### config.mk
export PLATFORM = sky130hd
export DESIGN_NAME = control_unit_flat
export DESIGN_NICKNAME = d
export VERILOG_FILES = /design/src/rtl/control_unit_if.sv /design/src/rtl/control_unit.sv /design/src/flat_wrapper.sv
export SDC_FILE = /design/constraint.sdc
export NUM_CORES = 1
export LEC_CHECK = 0
export CAP_MARGIN = 5
export CORE_AREA = 2 2 41 43
export CTS_CLUSTER_SIZE = 12
export DETAILED_ROUTE_END_ITERATION = 8
export DIE_AREA = 0 0 43 45
export PLACE_DENSITY = 0.69
export SYNTH_ARGS = -nofsm -noshare
export SYNTH_HDL_FRONTEND = slang
export SYNTH_SLANG_ARGS = --single-unit
### constraint.sdc
create_clock -name clk -period 1.4 [get_ports clk]
set_input_delay 0.42 -clock clk [delete_from_list [all_inputs] [get_ports clk]]
set_output_delay 0.42 -clock clk [all_outputs]
set_load 0.005 [all_outputs]
### src/rtl/control_unit_if.sv
// Handshake and datapath control/status bundle between control_unit and its
// shift/count datapath plus requester.
interface control_unit_if;
    logic start;
    logic N_equal_0;
    logic N0_equal_0;
    logic Count_equal_4;
    logic NMUX;
    logic NLoad;
    logic CountMUX;
    logic CountLoad;
    logic OutputMUX;
    logic OE;
    logic busy;
    logic done;
    logic err;

    // Control unit side.
    modport slave (
        input  start, N_equal_0, N0_equal_0, Count_equal_4,
        output NMUX, NLoad, CountMUX, CountLoad, OutputMUX, OE, busy, done, err
    );

    // Requester / datapath side.
    modport master (
        output start, N_equal_0, N0_equal_0, Count_equal_4,
        input  NMUX, NLoad, CountMUX, CountLoad, OutputMUX, OE, busy, done, err
    );
endinterface

### src/rtl/control_unit.sv
// Moore FSM classifying N as "exactly four ones" by walking a right-shifting
// datapath; a shift-count watchdog bounds runs with faulty status inputs.
module control_unit #(
    parameter int unsigned MAX_SHIFTS = 8
) (
    input  logic           clk,
    input  logic           rst,
    control_unit_if.slave  cu
);
    typedef enum logic [2:0] {
        IDLE,
        INIT,
        TEST,
        INC,
        SHIFT,
        DONE
    } state_e;

    localparam logic [3:0] SHIFT_LIMIT = 4'(MAX_SHIFTS);

    state_e     state_q, state_d;
    logic [3:0] shift_cnt_q, shift_cnt_d;
    logic       result_q, result_d;
    logic       err_q, err_d;

    logic nmux, nload, countmux, countload, outputmux, oe, busy, done, err;

    always_ff @(posedge clk) begin
        if (rst) begin
            state_q     <= IDLE;
            shift_cnt_q <= '0;
            result_q    <= 1'b0;
            err_q       <= 1'b0;
        end else begin
            state_q     <= state_d;
            shift_cnt_q <= shift_cnt_d;
            result_q    <= result_d;
            err_q       <= err_d;
        end
    end

    always_comb begin
        state_d     = state_q;
        shift_cnt_d = shift_cnt_q;
        result_d    = result_q;
        err_d       = err_q;
        unique case (state_q)
            IDLE: begin
                if (cu.start) state_d = INIT;
            end
            INIT: begin
                shift_cnt_d = '0;
                result_d    = 1'b0;
                err_d       = 1'b0;
                state_d     = TEST;
            end
            TEST: begin
                // Zero N wins over the watchdog so a full-width word still classifies.
                if (cu.N_equal_0) begin
                    result_d = cu.Count_equal_4;
                    state_d  = DONE;
                end else if (shift_cnt_q == SHIFT_LIMIT) begin
                    result_d = 1'b0;
                    err_d    = 1'b1;
                    state_d  = DONE;
                end else if (!cu.N0_equal_0 && cu.Count_equal_4) begin
                    result_d = 1'b0;
                    state_d  = DONE;
                end else if (!cu.N0_equal_0) begin
                    state_d = INC;
                end else begin
                    state_d = SHIFT;
                end
            end
            INC: begin
                state_d = SHIFT;
            end
            SHIFT: begin
                if (shift_cnt_q != 4'hF) shift_cnt_d = shift_cnt_q + 4'd1;
                state_d = TEST;
            end
            DONE: begin
                if (!cu.start) state_d = IDLE;
            end
            default: state_d = IDLE;
        endcase
    end

    always_comb begin
        nmux      = 1'b0;
        nload     = 1'b0;
        countmux  = 1'b0;
        countload = 1'b0;
        outputmux = 1'b0;
        oe        = 1'b0;
        busy      = 1'b0;
        done      = 1'b0;
        err       = 1'b0;
        unique case (state_q)
            IDLE: ;
            INIT: begin
                nmux      = 1'b1;
                nload     = 1'b1;
                countmux  = 1'b1;
                countload = 1'b1;
                busy      = 1'b1;
            end
            TEST: begin
                busy = 1'b1;
            end
            INC: begin
                countload = 1'b1;
                busy      = 1'b1;
            end
            SHIFT: begin
                nload = 1'b1;
                busy  = 1'b1;
            end
            DONE: begin
                oe        = 1'b1;
                outputmux = result_q;
                done      = 1'b1;
                err       = err_q;
            end
            default: ;
        endcase
    end

    assign cu.NMUX      = nmux;
    assign cu.NLoad     = nload;
    assign cu.CountMUX  = countmux;
    assign cu.CountLoad = countload;
    assign cu.OutputMUX = outputmux;
    assign cu.OE        = oe;
    assign cu.busy      = busy;
    assign cu.done      = done;
    assign cu.err       = err;
endmodule

### src/flat_wrapper.sv
// flat-port wrapper written by rule: the top's interface ports become plain ports
module control_unit_flat 
#(
    parameter int unsigned MAX_SHIFTS = 8
)
  (clk, rst, cu_start, cu_N_equal_0, cu_N0_equal_0, cu_Count_equal_4, cu_NMUX, cu_NLoad, cu_CountMUX, cu_CountLoad, cu_OutputMUX, cu_OE, cu_busy, cu_done, cu_err);
  control_unit_if cu_i ();
  input  logic clk;
  input  logic rst;
  input wire logic [$bits(cu_i.start)-1:0] cu_start;
  input wire logic [$bits(cu_i.N_equal_0)-1:0] cu_N_equal_0;
  input wire logic [$bits(cu_i.N0_equal_0)-1:0] cu_N0_equal_0;
  input wire logic [$bits(cu_i.Count_equal_4)-1:0] cu_Count_equal_4;
  output wire logic [$bits(cu_i.NMUX)-1:0] cu_NMUX;
  output wire logic [$bits(cu_i.NLoad)-1:0] cu_NLoad;
  output wire logic [$bits(cu_i.CountMUX)-1:0] cu_CountMUX;
  output wire logic [$bits(cu_i.CountLoad)-1:0] cu_CountLoad;
  output wire logic [$bits(cu_i.OutputMUX)-1:0] cu_OutputMUX;
  output wire logic [$bits(cu_i.OE)-1:0] cu_OE;
  output wire logic [$bits(cu_i.busy)-1:0] cu_busy;
  output wire logic [$bits(cu_i.done)-1:0] cu_done;
  output wire logic [$bits(cu_i.err)-1:0] cu_err;
  assign cu_i.start = cu_start;
  assign cu_i.N_equal_0 = cu_N_equal_0;
  assign cu_i.N0_equal_0 = cu_N0_equal_0;
  assign cu_i.Count_equal_4 = cu_Count_equal_4;
  assign cu_NMUX = cu_i.NMUX;
  assign cu_NLoad = cu_i.NLoad;
  assign cu_CountMUX = cu_i.CountMUX;
  assign cu_CountLoad = cu_i.CountLoad;
  assign cu_OutputMUX = cu_i.OutputMUX;
  assign cu_OE = cu_i.OE;
  assign cu_busy = cu_i.busy;
  assign cu_done = cu_i.done;
  assign cu_err = cu_i.err;
  control_unit #(.MAX_SHIFTS(MAX_SHIFTS)) u_core (.clk(clk), .rst(rst), .cu(cu_i));
endmodule
* After elaboration in Yosys (flattened, before gate mapping)
Cells that the tools add are included.
** Operators by class
- Add/subtract/negate cells :: 1
- $mul :: 0
- Div/mod/pow operators :: 0
- Magnitude comparators :: 0
- Eq/ne operators :: 13
- Shift operators :: 0
- Mux-type cells :: 23
- Bitwise gates (word level) :: 0
- Reduce and logical (&&, ||, !) cells :: 12
** Operators by type and width (number)
- $mux 3 :: 6
- $pmux 3 s5 :: 1
- $mux 1 :: 12
- $pmux 4 s2 :: 1
- $eq 3x2->1 const B :: 2
- $eq 3x3->1 const B :: 2
- $ne 2x2->1 const B :: 3
- $reduce_and 2->1 :: 3
- $add 4x1->4 const B :: 1
- $eq 4x4->1 const B :: 1
- $mux 4 :: 1
- $ne 2x1->1 const B :: 2
- $ne 4x2->1 const B :: 1
- $ne 4x4->1 const B :: 1
- $pmux 1 s2 :: 2
- $reduce_bool 2->1 :: 2
- $reduce_or 2->1 :: 2
- $reduce_or 4->1 :: 1
- $eq 3x1->1 const B :: 1
- $logic_not 3->1 :: 1
- $reduce_and 3->1 :: 1
- $logic_and 1x1->1 :: 1
- $logic_not 1->1 :: 1
** Word-level totals
- Register bits :: 9
- Latch bits :: 0
- Bits in writable memories :: 0
- ROM bits :: 0
- Input port bits :: 6
- Word-level logic and storage cells :: 53
- Memories :: 0

* Logic depth before layout (Yosys ltp)
- Word-level depth :: 6
- Depth in mapped cells :: 6
- Depth with buffers taken out :: 6

* Worst setup path before layout
No wires, ideal clock.
- Path kind :: register to register
- Start point :: reg u_core.shift_cnt_q[0]
- End point :: reg u_core.state_q[1]
- Setup time :: 92 ps
- Arrival time :: 1445 ps
- Data required time :: 1308 ps
- Setup slack :: -137 ps
- Stages on the path, launching flop included :: 7
- Buffers on the path :: 0
- Period minus slack after synthesis :: 1537 ps
- Cells stage by stage :: dfxtp_1 inv_1 ha_1 and3b_1 or2_0 or4_1 o32ai_1
** Between the ends
- Cells in the longest elaborated chain, start to end :: 4
** RTL lines
- start: declaration :: line control_unit.sv:22 : logic [3:0] shift_cnt_q, shift_cnt_d;
- start signal: assignment :: line control_unit.sv:36 : shift_cnt_q <= shift_cnt_d;
- $eq 4x4->1 :: line control_unit.sv:62 : end else if (shift_cnt_q == SHIFT_LIMIT) begin
- $mux 3 :: line control_unit.sv:62
- $mux 3 :: line control_unit.sv:59 : if (cu.N_equal_0) begin
- $pmux 3 s5 :: line control_unit.sv:47 : unique case (state_q)
- end signal: assignment :: line control_unit.sv:35 : state_q <= state_d;
- end: declaration :: line control_unit.sv:21 : state_e state_q, state_d;
No other way between the ends.
A chain may end at the register's enable or synchronous reset.

* Final worst setup path
- Start point :: reg u_core.state_q[2]
- End point :: out cu_CountMUX
** Between the ends
- Cells in the longest elaborated chain, start to end :: 2
** RTL lines
- $eq 3x1->1 :: line control_unit.sv:99 : unique case (state_q)
- $mux 1 :: line control_unit.sv:99
- end: declaration :: line flat_wrapper.sv:16 : output wire logic [$bits(cu_i.CountMUX)-1:0] cu_CountMUX;
No other way between the ends.

==> key figures <==
Pwr
  – Leak: between 0.4 and 0.5 nW
  – Worst vdd ir: about 0.54 mV
  – Switching Share: 28.9%
  – Sw Pwr: 0.000222 W
  – Clock share of power: 26.7%
  – Internal: around 0.00055 W
  – Power Dens Cells: between 600 and 700 nW/um2
  – Combinational fraction of design power: 37.3%
  – Seq pwr share: 36.1%

Drt
  – Vias per cell: 5.33
  – First drt pass iteration count: 4
  – Routed length per instance: 15.2 um
  – Via count: 714
  – Initial DRC count: 8
  – DRC: 0
  – Antenna viol nets, final: 0
  – Total Wirelength: approximately 2000 um

STA
  – Skew final: 0.00460 ns
  – Fmax: 609 MHz
  – Finish-stage setup viols: 13
  – RSZ-0062 raised after global routing: yes
  – Tightest Pin Transition: 0.276 ns
  – Final min period: 1.64 ns
  – Fin crit share: 117%
  – Hold Vio Cnt, Final: 0
  – Setup WS post-layout: -0.242 ns
  – Rel. slew slack: 81.4%
  – Final Slew Violations: 0

Synthesis
  – Post-synth top flop: dfxtp_1
  – Simple-Gate Fraction of Synth Area: between 30% and 40%
  – Synth area leader: dfxtp_1
  – Synth area leaders: dfxtp_1, nor2_1, and2_1
  – Mapped Cells: 74
  – Main combinational cell family by area after synthesis: simple AND/OR/NAND/NOR gates
  – Syn_nets: 82
  – Ys Warns: 0
  – Number of synthesized flops with an enable pin: 0
  – Share of the synthesized area in the top cell type: 31.3%
  – Adder-Cell Fraction of Synth Area: 4.35%
  – Post-synthesis compound-gate area fraction: approximately 16%
  – Mapped Area: around 580 um2
  – Unique cell type count in the Yosys netlist: 32
  – Post-Syn Area per Cell: a little under 8 um2
  – Synth Register Bits: 9
  – Asr flop ratio synth: 0%
  – Top cells by count, synth: dfxtp_1, nor2_1, o21ai_0
  – Count leader, synth: dfxtp_1
  – XOR/XNOR share of the synthesized area: 6.09%
  – Sequential area share after synthesis: 31.3%
  – Post-synthesis mux area share: 0%

Global route
  – Vias in the first global route: 708
  – GRT overflow: 0
  – M1 GR Usage: between 20% and 30%
  – GR Layer Usage met2: 39.7%
  – All-Layer GR Usage: between 20% and 30%
  – Initial antenna violation count: 0
  – Largest net degree at the start of global routing: 8
  – Most Crowded Layer GR: met2
  – Met3 Use GR: 8.00%
  – First-pass GRT wire length: 3130 um

Setup path
  – Critical path required time: 0.98 ns
  – Slowest Stage Delay on Critical Path: 0.36 ns
  – Critical Path Fanout Max: 4
  – CP Data Arrival Time: 1.22 ns
  – CP Class: reg -> out
  – Cell chain of the critical path: buf_6 > nor2b_4 > buf_6 > and2_4 > buf_6
  – Crit path top cell by count: buf_6
  – Worst path slowest cell: dfxtp_4
  – CP startpoint kind: flip-flop
  – Setup crit end kind: output port

Layout
  – Final nets: 127
  – Layout cells sized above 1: 61.9%
  – Diodes inserted: 0
  – Filler cells: 103
  – Synthesis-to-finish area growth: 93.5%
  – Design area: 1110 um2

Floorplan
  – DIE WIDTH: 43 um
  – Io pins: 15
  – Die span in y: 45 um
  – Core area: between 1000 and 1500 um2
  – Starting density of the core: roughly 39%
  – Row cnt: 14
  – Die area: 1940 um2

Status
  – Outcome: complete, but fails checks
  – Failing checks: negative setup slack

CTS
  – CTS sink count: 9
  – Worst-path clk slew: 0.06 ns
  – Cts hold-fix bufs: 0
  – TritonCTS buffer count: 3
  – Maximum clock path buffer count: 2
  – CTS Root Cell: clkbuf_4
  – CTS tree: built
  – H-tree depth: 1
  – Clock Latency Late Sink: roughly 0.26 ns

Hold path
  – Hold Path Class: reg -> reg

Place
  – GP Congestion: 0.846
  – Place WS: -0.363 ns
  – Placed cell areas: 893 um2
  – IO Port Bufs: 14
  – HPWL Detailed: 1320 um

Job
  – Max-capacitance violation count: 0
worst max-delay path, delay by kind of cell, from the launching register on:
family / cells / cell delay, ns
flops: 1 / 0.36
buf+inv: 3 / 0.32
simple gates: 2 / 0.27
placed cells by master, fill, tap and decap left out, types with 2 or more instances in the layout:
cell type,n
nand2_1,3
nor3_1,2
inv_2,2
or3_4,2
clkdlybuf4s50_1,5
dfxtp_1,4
nand4_1,2
o21ai_0,3
nor2_1,4
and2_1,2
a21oi_1,4
dfxtp_4,2
buf_4,25
nor2_2,2
dfxtp_2,3
nand3_2,2
buf_2,3
and2_4,2
o21ai_1,2
buf_6,12
clkbuf_4,3
sequential cells by signal, summed over array words and instances (netlist names):
register / count
u_core.state_q: 3
u_core.shift_cnt_q: 4
u_core.result_q: 1
u_core.err_q: 1
cell families after synthesis:
kind of cell,after synthesis
AND/OR/NAND/NOR,35
adder cells (fa/ha/maj),2
XOR/XNOR,4
flip-flops,9
buffers and inverters,9
AO/OA/AOI/OAI,15
repair_timing:
action,in CTS,in global routing
resized for setup,63,18
pin swaps,7,7
setup endpoints to repair,13,16
buffers inserted,6,3
cell type report:
cell class              instances  area [um2]  area share, %
flip-flops and latches          9         191           17.2
inverters                       3        11.3           1.01
well taps                      16        20.0           1.80
repair buffers                 46         393           35.3
multi-input cells              56         472           42.4
clock buffers                   4        26.3           2.36
metal layers:
metal  vias up  share of wire [%]
li1        349                  -
met1       346                 42
met2        15                 53
met3         4                3.5
met4         0                1.6
met5         -                  0
worst paths after layout:
kind	startpoint	to	slack, ns	cells past startpoint
setup / recovery	u_core.state_q[2]	cu_CountMUX	-0.24	5
setup reg to reg	u_core.state_q[2]	u_core.shift_cnt_q[3]	-0.21	7
hold / removal	u_core.err_q	u_core.err_q	0.53	2
hold reg to reg	u_core.err_q	u_core.err_q	0.53	2
power by group through the flow:
stage          Sequential (W)  Combinational [W]  Clock, W
5_1_grt              0.000278           0.000304  0.000227
4_1_cts              0.000277           0.000248  0.000215
2_1_floorplan        0.000275          0.0000954         0
3_5_place_dp         0.000281           0.000207         0
3_3_place_gp         0.000279           0.000205         0
6_report             0.000277           0.000286  0.000205
through the flow:
stage                     TNS, ns  std cells  hold slack, ns  total power [W]  util, %
after floorplan           -0.0881         74           0.466         0.000370        -
after global placement      -2.95        122           0.509         0.000484     60.7
after detailed placement    -3.58        122           0.513         0.000488     60.7
after CTS                   -1.78        131           0.526         0.000740     69.6
after global routing        -2.67        134           0.595         0.000810     75.7
final                       -1.90        134           0.525         0.000769     75.7
Note: power is estimated with default switching activity, not from simulation.
